<file path="config.mk">
export PLATFORM = sky130hd
export DESIGN_NAME = serial_subtractor
export DESIGN_NICKNAME = d
export VERILOG_FILES = /design/src/rtl/serial_subtractor.sv
export SDC_FILE = /design/constraint.sdc
export NUM_CORES = 1
export LEC_CHECK = 0
export CORE_UTILIZATION = 46
export CTS_CLUSTER_DIAMETER = 150
export DETAILED_ROUTE_END_ITERATION = 8
export PLACE_DENSITY = 0.75
export SLEW_MARGIN = 20
export SYNTH_ARGS = -nofsm -noshare
export SYNTH_HDL_FRONTEND = slang
export SYNTH_SLANG_ARGS = --single-unit
</file>
<file path="constraint.sdc">
create_clock -name clk -period 1.4 [get_ports clk]
set_clock_uncertainty 0.05 [all_clocks]
set_input_delay 0.28 -clock clk [delete_from_list [all_inputs] [get_ports clk]]
set_output_delay 0.28 -clock clk [all_outputs]
set_load 0.1 [all_outputs]
</file>
<file path="src/rtl/serial_subtractor.sv">
// Bit-serial subtractor: D = A - B (mod 2^WIDTH) plus final borrow, one bit per clock, LSB first.
// Define SERIAL_SUB_OVF_EN to add the registered signed-overflow output OVF.
module serial_subtractor #(
    parameter int WIDTH = 8
) (
    input  logic             clk,
    input  logic             rst,
    input  logic             start,
    input  logic [WIDTH-1:0] A,
    input  logic [WIDTH-1:0] B,
    output logic             busy,
    output logic             done,
    output logic [WIDTH-1:0] D,
    output logic             Bout,
`ifdef SERIAL_SUB_OVF_EN
    output logic             OVF,
`endif
    output logic [1:0]       state_dbg
);

    localparam int CW = ($clog2(WIDTH + 1) < 1) ? 1 : $clog2(WIDTH + 1);
    localparam logic [CW-1:0] LAST = CW'(WIDTH - 1);

    typedef enum logic [1:0] {
        IDLE  = 2'd0,
        SHIFT = 2'd1,
        DONE  = 2'd2
    } state_t;

    state_t          state;
    logic [WIDTH-1:0] a_sr;
    logic [WIDTH-1:0] b_sr;
    logic [WIDTH-1:0] res;
    logic             br;
    logic [CW-1:0]    cnt;
`ifdef SERIAL_SUB_OVF_EN
    logic             a_msb;
    logic             b_msb;
`endif

    logic             d_bit;
    logic             br_next;
    logic [WIDTH:0]   res_wide;
    logic [WIDTH-1:0] res_next;

    // Full-subtractor cell on the current LSBs; the new bit enters the result at the MSB.
    always_comb begin
        d_bit    = a_sr[0] ^ b_sr[0] ^ br;
        br_next  = (~a_sr[0] & b_sr[0]) | (~(a_sr[0] ^ b_sr[0]) & br);
        res_wide = {d_bit, res};
        res_next = res_wide[WIDTH:1];
    end

    assign state_dbg = state;

    always_ff @(posedge clk) begin
        if (rst) begin
            state <= IDLE;
            busy  <= 1'b0;
            done  <= 1'b0;
            D     <= '0;
            Bout  <= 1'b0;
            a_sr  <= '0;
            b_sr  <= '0;
            res   <= '0;
            br    <= 1'b0;
            cnt   <= '0;
`ifdef SERIAL_SUB_OVF_EN
            OVF   <= 1'b0;
            a_msb <= 1'b0;
            b_msb <= 1'b0;
`endif
        end else begin
            done <= 1'b0;
            case (state)
                IDLE, DONE: begin
                    busy <= 1'b0;
                    if (start) begin
                        a_sr  <= A;
                        b_sr  <= B;
                        res   <= '0;
                        br    <= 1'b0;
                        cnt   <= '0;
`ifdef SERIAL_SUB_OVF_EN
                        a_msb <= A[WIDTH-1];
                        b_msb <= B[WIDTH-1];
`endif
                        busy  <= 1'b1;
                        state <= SHIFT;
                    end else begin
                        state <= IDLE;
                    end
                end
                SHIFT: begin
                    a_sr <= a_sr >> 1;
                    b_sr <= b_sr >> 1;
                    res  <= res_next;
                    br   <= br_next;
                    cnt  <= cnt + CW'(1);
                    if (cnt == LAST) begin
                        // Final bit: publish the result on the same edge it completes.
                        busy  <= 1'b0;
                        done  <= 1'b1;
                        D     <= res_next;
                        Bout  <= br_next;
`ifdef SERIAL_SUB_OVF_EN
                        OVF   <= (a_msb ^ b_msb) & (a_msb ^ d_bit);
`endif
                        state <= DONE;
                    end
                end
                default: begin
                    busy  <= 1'b0;
                    state <= IDLE;
                end
            endcase
        end
    end

endmodule

</file>
* Word-level counts from Yosys, hierarchy flattened
Index checks and enable logic that the tools add are counted.
Storage, ports and cells: bits in registers 42, bits in latches 0, RAM bits 0, bits in read-only memories 0, input port bits 19, output and inout port bits 13, logic and storage cells 47, memories 0
Cells by class: $add $sub $neg 1, $mul 0, div/mod/pow operators 0, magnitude comparators 0, eq/ne operators 5, shift-type cells 0, multiplexer cells 17, bitwise logic cells 8, reductions and logical operators 6
Operators by type and width (count):
- 8-bit case mux with 2 select lines | 3
- 8-bit two-way mux | 3
- 4-bit case mux with 2 select lines | 1
- 1-bit two-way mux | 5
- 4-bit by 1-bit adder with 4-bit output (second input constant) | 1
- 4-bit by 3-bit equality test with 1-bit output (second input constant) | 1
- 4-bit two-way mux | 1
- 2-bit inequality test (second input constant) | 2
- 1-bit case mux with 2 select lines | 2
- 2-bit case mux with 2 select lines | 1
- 2-bit AND reduction | 2
- 2-bit OR reduction | 2
- 1-bit inverter | 3
- 1-bit bitwise AND | 2
- 2-bit by 1-bit equality test with 1-bit output (second input constant) | 1
- 2-bit equality test (second input constant) | 1
- 2-bit logical NOT | 1
- 2-bit two-way mux | 1
- 2-bit nonzero test | 1
- 1-bit bitwise XOR | 2
- 1-bit bitwise OR | 1

* Logic depth before layout (Yosys ltp)
depth in word-level cells 5, mapped depth 5, depth with buffers taken out 4

* Worst setup path after synthesis
OpenSTA, ideal clock, no wires.
kind reg2reg, start point reg state[0], in the netlist state_dbg[0], end point reg Bout, library setup time 121 ps, arrival 1895 ps, required time 1229 ps, setup slack -666 ps, stages on the path, launching flop included 5, buffers on the path 1, period minus slack after synthesis 2066 ps, cells stage by stage dfxtp_1 and2b_1 buf_6 and4b_4 mux2_2
Between the ends: cells in the longest elaborated chain, start to end 2
RTL lines:
- from (decl) | RTL line 30 | state_t state;
- from (signal assigned) | RTL line 58 | state <= IDLE;
- from (signal assigned) | RTL line 89 | state <= SHIFT;
- from (signal assigned) | RTL line 91 | state <= IDLE;
- 2-bit by 1-bit equality test with 1-bit output | RTL line 75 | case (state)
- 2-bit AND reduction (no line)
- to (signal assigned) | RTL line 105 | Bout <= br_next;
- to (decl) | RTL line 14 | output logic Bout,
No other way between the ends. A chain may end at the register's enable or synchronous reset.

* Final worst setup path
start point reg state[1], in the netlist state_dbg[1], end point reg Bout
The elaborated chain is that of the path after synthesis.

==> results.yml <==
run_status:
  status: "finished clean"
floorplanning:
  core-area_um2: 3420
  start_util_pct: 49.3
  fp-row-count: 21
  dieWidth_um: 62.5
  die_area_um2: 3910
  die_y_um: 62.5
  io_pins: 32
route:
  final_antenna_net_count: 0
  vias: 1438
  drt_iter0_drc: 48
  routed_wl_um: 3480
  drt_first_pass_iters: 4
  drc: 0
  viasPerCell: 5.49
  wl_per_cell_um: 13.3
yosys:
  synth-edff-count: 0
  synth_fp_nets: 205
  yosysSeqAreaShare_pct: 47.5
  synth_top_area_share_pct: 47.5
  synthCells: 184
  yosysTopAreaCell: "dfxtp_1"
  yosys_register_bits: 40
  ys_async_sr_fraction_pct: 0
  syn-mean-instance-area_um2: 9.15
  netlist_area_um2: 1680
  yosysWarnings: 0
  synth_flop_cell: "dfxtp_1"
  ys_top_cells_by_area: "dfxtp_1 48%, a21oi_1 8.3%, nand3_1 7.7%"
  ys_types: 24
cts:
  clk_root_buffer_cell: "clkbuf_4"
  clkSinkCount: 40
  cts_setup_buffers: 0
  ctsResizeCount: 1
  numCtsBuffers: 5
  clk_path_buf_depth: 2
  htreeDepth: 2
  hold_buffers: 0
  clk_pin_slew_ps: 120
  cts_tree: "done"
  worstSkewPairLatency_ps: 350
global_routing:
  grtUsageTotal_pct: 18.7
  grt_max_degree: 27
  grt_pass1_wl_um: 5690
  grt_pass1_vias: 1355
  antenna_found_initial: 0
  overflow: 0
power:
  ir_drop_mv: 0.670
  pwr-share-comb_pct: 14.8
  internal_power_mw: 1.74
  p_switching_mw: 0.568
  p_sw_share_pct: 24.6
  power.total_mw: 2.31
  p_leak_nw: 0.821
  pwr_density_cell_nw_per_um2: 992
  pwr-share-seq_pct: 52.1
  p_clk_share_pct: 33.1
setup_path:
  worstSetupEndpoint: "Bout"
  r2r_start: "state_dbg[1]"
  crit_path_top_delay_cell: "dfxtp_4"
  regToRegEndpoint: "Bout"
  setup.worst_path.start: "state_dbg[1]"
  cp_max_fo: 5
  path_cells: "and2b_2 -> and4b_4 -> mux2_4"
  cp-end-kind: "register"
  slowest_delay_ps: 370
  path_class: "register to register"
  cp.arrival_ps: 1540
  worst_r2r_path_depth: 3
  cp.required_ps: 1590
  worst-r2r-setup-slack_ps: 50
  start_kind: "register"
layout:
  final_common_cell: "dfxtp_1"
  fin_nets: 236
  nFillCells: 284
  fin_cells: 262
  final_cell_mix: "37 x dfxtp_1, 28 x a21oi_1, 26 x nand3_1, 20 x nand2b_1, 18 x clkdlybuf4s50_1"
  drive_gt1_share_pct: 19.0
  area.growth.synth_to_final_pct: 38.3
  final_core_util_pct: 68.2
  diodes: 0
  stdcell_area_um2: 2330
place:
  dpl_cell_area_um2: 2230
  dp_cells: 254
  io_buffers: 31
  gp_congestion: 0.697
  preCtsSetupSlack_ps: -247
  dp_hpwl_um: 2430
timing:
  maxSlewViolCount: 0
  clock.fmax_mhz: 740
  whs_ps: 425
  fin_crit_ps: 1350
  slew_headroom_pct: 82.5
  finalHoldViolations: 0
  tightestPinTransition_ps: 263
  worst_slack_ps: 49.2
  finalSetupViolations: 0
  finalCritPeriodShare_pct: 96.5
  fin_setup_tns_ps: 0
min_path:
  min_path_type: "register to register"
run:
  cap_violations: 0
## worst max-delay path, delay by kind of cell, from the launching register on
family / cells / cell delay [ps]
mux: 1 / 300
flops: 1 / 370
simple gates: 2 / 540
## sequential cells by signal (all words and copies together), names as in the netlist
register   cells
b_sr           8
state_dbg      2
a_sr           8
res            7
cnt            4
D              8
done           1
br             1
Bout           1
## logic make-up (layout without fill, tap and decap cells)
group	count (synthesis)	after routing	synth area share (%)
mux	11	11	6.98
buf+inv	20	52	6.32
compound gates	43	43	15.0
simple gates	68	68	22.2
fa+ha+maj	2	2	1.93
flops	40	40	47.5
## routing by layer
metal	GRT usage, %	vias up	routed length, um
li1	-	700	-
met2	34.8	46	1850
met4	7.56	0	45
met5	0	-	0
met1	19.0	687	1410
met3	6.02	5	167
## power groups by stage
stage | sequential, mW | combinational (mW) | clock, mW
after floorplan | 1.24 | 0.191 | 0
after CTS | 1.20 | 0.343 | 0.783
after global routing | 1.21 | 0.368 | 0.828
after global placement | 1.23 | 0.329 | 0
final | 1.20 | 0.343 | 0.765
after detailed placement | 1.23 | 0.341 | 0
## synth_stat cells (all sizes together) (2+ instances only)
cell type	n
a22oi	14
nor2b	2
mux2	3
and2b	3
nand2	10
inv	2
nand2b	20
mux2i	8
dfxtp	40
a21oi	28
nand3	26
clkbuf	5
buf	13
nor2	3
## worst min path at each step
stage / start / slack [ps] / to / depth (start not counted)
after global routing: A[7] / 430 / a_sr[7] / 3
after detailed placement: b_sr[3] / 410 / b_sr[3] / 2
final: b_sr[3] / 420 / b_sr[3] / 2
after global placement: b_sr[4] / 400 / b_sr[4] / 2
after floorplan: A[7] / 370 / a_sr[7] / 2
after CTS: B[7] / 420 / b_sr[7] / 3
## area by class of cell
cell class | instances | area (um^2) | area share (%)
timing repair buffer | 42 | 577 | 24.8
sequential | 40 | 810 | 34.7
clock buffer | 8 | 90.1 | 3.87
tap | 46 | 57.6 | 2.47
multi-input combinational | 124 | 788 | 33.8
inverter | 2 | 7.51 | 0.322
No activity file was read; power rests on OpenSTA's default activity.
==> RTL edit 1, RTL diff (same settings) <==
Change the parameter `WIDTH` from 8 to 16.
--- a/src/rtl/serial_subtractor.sv
+++ b/src/rtl/serial_subtractor.sv
@@ -1,7 +1,7 @@
 // Bit-serial subtractor: D = A - B (mod 2^WIDTH) plus final borrow, one bit per clock, LSB first.
 // Define SERIAL_SUB_OVF_EN to add the registered signed-overflow output OVF.
 module serial_subtractor #(
-    parameter int WIDTH = 8
+    parameter int WIDTH = 16
 ) (
     input  logic             clk,
     input  logic             rst,
Ports: changed (resized A, B and D); port bits go from 32 to 56. The function was not compared with the original's and may differ.
==> RTL edit 1 against the original RTL <==
  * The run now ends with negative setup slack left
  * Total power is 98% higher
  * Wire length up 78%
  * Final area increased by 73%
  * Sequential cell count grew 34
  * Setup slack lost 0.14 ns
  * Die area rose by 66%
  * Synthesized cell count grew 65%
  * Critical path depth increased by 4
  * Count of clock-buffer cells in the layout rose by 5
  * Synthesized area grew 69%
  * Largest cell class unchanged
==> RTL edit 1: results (changes against the original RTL) <==
| Metric | Value |
|---|---|
| Hold WS | `0.2701 ns (was 0.4248 ns)` |
| Post-Place Cells | `426 (was 254)` |
| Final setup viols | `16 (was 0)` |
| R2r worst-path depth | `7 (was 3)` |
| DR WL/cell | `14.00 µm (was 13.27 µm)` |
| Status | `finished with violations (was finished, final reports clean)` |
| Worst Slack Setup Final | `-0.09544 ns (was 0.04919 ns)` |
| Pre-CTS WS | `-0.2388 ns (was -0.2468 ns)` |
| Root buf cell | `clkbuf_8 (was clkbuf_4)` |
| Post-synth top cells | `dfxtp_1 (74), a21oi_1 (54), nand3_1 (52) (was dfxtp_1 (40), a21oi_1 (28), nand3_1 (26))` |
| Met3 wire length | `306 µm (was 167 µm)` |
| Max_slew headroom | `0.8229 (was 0.8246)` |
| Mux contribution to synthesized area | `0.009255 (was 0.06984)` |
| Top flop regs | `D: 16 flops, a_sr: 16 flops, b_sr: 16 flops (was D: 8 flops, a_sr: 8 flops, b_sr: 8 flops)` |
| Hold Crit Start | `rst (was b_sr[3])` |
| Nonclk buf count | `79 (was 42)` |
| FFs & Latches | `74 (was 40)` |
| Nets | `401 (was 236)` |
| Syn_nets | `342 (was 205)` |
| Arrival time worst endpoint | `1.70 ns (was 1.54 ns)` |
| Met2 wire len | `3.074 mm (was 1.850 mm)` |
| GR Util All Layers | `0.2071 (was 0.1870)` |
| Largest cells by area after synthesis | `dfxtp_1 (52%), a21oi_1 (9.5%), nand3_1 (9.2%) (was dfxtp_1 (48%), a21oi_1 (8.3%), nand3_1 (7.7%))` |
| Worst r2r src | `cnt[1] (was state_dbg[1])` |
| Final Non-Filler Cells | `441 (was 262)` |
| Syn Area/Cell | `9.339 µm² (was 9.153 µm²)` |
| Failing checks | `negative setup slack` |
## RTL edit 1: cell types whose count changed after synthesis, moves of 3 or more
| cell | before | now |
|---|---|---|
| nand3_1 | 26 | 52 |
| nand2_1 | 10 | 20 |
| dfxtp_1 | 40 | 74 |
| and2b_1 | 3 | 0 |
| a22o_1 | 0 | 16 |
| a22oi_1 | 14 | 30 |
| buf_2 | 10 | 22 |
| mux2i_1 | 8 | 0 |
| a21oi_1 | 28 | 54 |
| nand2b_1 | 20 | 4 |
## RTL edit 1: power groups by stage
stage	Combinational, W	Sequential [W]	Clock [W]
global route	0.000592	0.00223	0.00191
floorplan	0.000300	0.00229	0
global placement	0.000530	0.00227	0
finish	0.000545	0.00223	0.00181
CTS	0.000545	0.00223	0.00183
detailed placement	0.000542	0.00227	0
## RTL edit 1: worst max-delay path, stage by stage (launching register included)
cell and delay (ns):
dfxtp_2 0.34, ha_4 0.15, and3_4 0.15, ha_4 0.17, nand3b_1 0.14, nor2_4 0.07
buf_12 0.14, a22o_1 0.18
==> RTL edit 2, RTL diff (same flow settings) <==
Without the edit above. Reset style: asynchronous (`rst`), changed in one clocked block.
--- a/src/rtl/serial_subtractor.sv
+++ b/src/rtl/serial_subtractor.sv
@@ -53,7 +53,7 @@
 
     assign state_dbg = state;
 
-    always_ff @(posedge clk) begin
+    always_ff @(posedge clk or posedge rst) begin
         if (rst) begin
             state <= IDLE;
             busy  <= 1'b0;
Function: differs if rst is asserted again (counterexample within 4 cycles, from zero or initial values and one cycle with rst high); with rst held inactive, the same outputs for 10 cycles.
==> RTL edit 2 against the original RTL <==
  * The run now ends with negative setup slack left
  * Final area grew 12%
  * Wire length grew 11%
  * Sequential share of layout area grew 3.8 points
  * Synthesized area shrank 2.3%
  * Sequential cell count is the same
  * Synthesized cell count shrank 27%
  * Setup slack lost 0.15 ns
Power is not compared: it rests on default switching activity, and its combinational part moved more than twofold at a synthesized area within 25%.
==> RTL edit 2: results (changes against the original RTL) <==
| Metric | Value |
|---|---|
| Top Family by Delay on Critical Path | `flip-flops (was simple AND/OR/NAND/NOR gates)` |
| PortBufs | `31 (unchanged)` |
| Met1 WL | `1.633 mm (was 1.413 mm)` |
| Failing checks | `negative setup slack` |
| Hold WS | `0.2212 ns (was 0.4248 ns)` |
| Pin count of the biggest net entering global routing | `41 (was 27)` |
| HPWL after detailed placement | `2.374 mm (was 2.435 mm)` |
| Met2 wire len | `1.956 mm (was 1.850 mm)` |
| GRT met2 Usage | `0.3733 (was 0.3478)` |
| # resized after CTS | `12 (was 1)` |
| Largest cells by area after synthesis | `dfrtp_1 (61%), a22oi_1 (5.9%), a22o_1 (5.9%) (was dfxtp_1 (48%), a21oi_1 (8.3%), nand3_1 (7.7%))` |
| Max incr delay on CP | `0.50 ns (was 0.37 ns)` |
| Hold Path Class | `input port to async pin (was flop to flop)` |
| Final Non-Filler Cells | `238 (was 262)` |
| Pre-CTS WS | `-0.2838 ns (was -0.2468 ns)` |
| Worst Slack Setup Final | `-0.1037 ns (was 0.04919 ns)` |
| GR Util All Layers | `0.2270 (was 0.1870)` |
| Max_slew headroom | `0.8134 (was 0.8246)` |
| Fill cells | `220 (was 284)` |
| Num CTS Buffers | `5 (unchanged)` |
| Number of global-route vias before repair | `1264 (was 1355)` |
| Initial DRC Count | `30 (was 48)` |
| Post-synth top cells | `dfrtp_1 (40), nand2_1 (16), a22oi_1 (13), nand3_1 (13), a22o_1 (11) (was dfxtp_1 (40), a21oi_1 (28), nand3_1 (26))` |
| Met3 wire length | `219 µm (was 167 µm)` |
| Final setup viols | `37 (was 0)` |
| Met1 usage | `0.2964 (was 0.1904)` |
| Nets | `212 (was 236)` |
| Total negative slack | `-2.373 ns (was 0 ns)` |
| Dpl cell area | `2381 µm² (was 2231 µm²)` |
| Syn Area/Cell | `12.19 µm² (was 9.153 µm²)` |
| Via density per instance | `5.315 (was 5.489)` |
| Proportion of layout cells with a drive suffix above 1 | `0.4167 (was 0.1898)` |
| Status | `finished with violations (was finished, final reports clean)` |
| Worst Path Max Fanout | `11 (was 5)` |
| Initial antenna violation count | `0 (unchanged)` |
| CP max stage cell | `dfrtp_4 (was dfxtp_4)` |
| Syn_nets | `156 (was 205)` |
| DR WL/cell | `16.22 µm (was 13.27 µm)` |
| Ys async rst share | `1.000 (was 0)` |
| M3 GR Usage | `0.06211 (was 0.06022)` |
| Sequential share of the synthesized area | `0.6084 (was 0.4755)` |
| Post-Place Cells | `222 (was 254)` |
| Routability cong. | `0.7356 (was 0.6966)` |
| Top flop regs | `D: 8 flops, a_sr: 8 flops, b_sr: 8 flops (unchanged)` |
| Setup Fix Bufs, Post-CTS | `6 (was 0)` |
| Distinct cell type count after synthesis | `26 (was 24)` |
| First-pass GRT wire length | `5.975 mm (was 5.692 mm)` |
-- RTL edit 2: layout make-up --
type                       count  area, µm²  area share
clock buffer                   6      41.29     0.01577
tap                           46      57.56     0.02198
clock inverter                 2      12.51    0.004778
inverter                       4      15.01    0.005733
multi-input combinational     81      719.4      0.2747
sequential                    40       1008      0.3851
timing repair buffer          59      764.5      0.2919
-- RTL edit 2: final timing paths --
path	to	startpoint	cells after the start
min in group clk	br	br	1
worst min-delay path	res[7]	rst	3
worst max-delay path	cnt[1]	state_dbg[1]	5
worst min register to register	br	br	1
worst max register to register	cnt[1]	state_dbg[1]	5
max in group asynchronous	state_dbg[0]	rst	3
-- RTL edit 2: kinds of logic (layout without fill, tap and decap cells) --
group | count (synthesis) | count (layout) | share of synthesized area
simple gates | 40 | 40 | 0.1202
mux | 11 | 11 | 0.07301
flops | 40 | 40 | 0.6084
compound gates | 27 | 27 | 0.1323
xor+xnor | 1 | 1 | 0.005324
fa+ha+maj | 2 | 2 | 0.01977
buf+inv | 14 | 71 | 0.04106
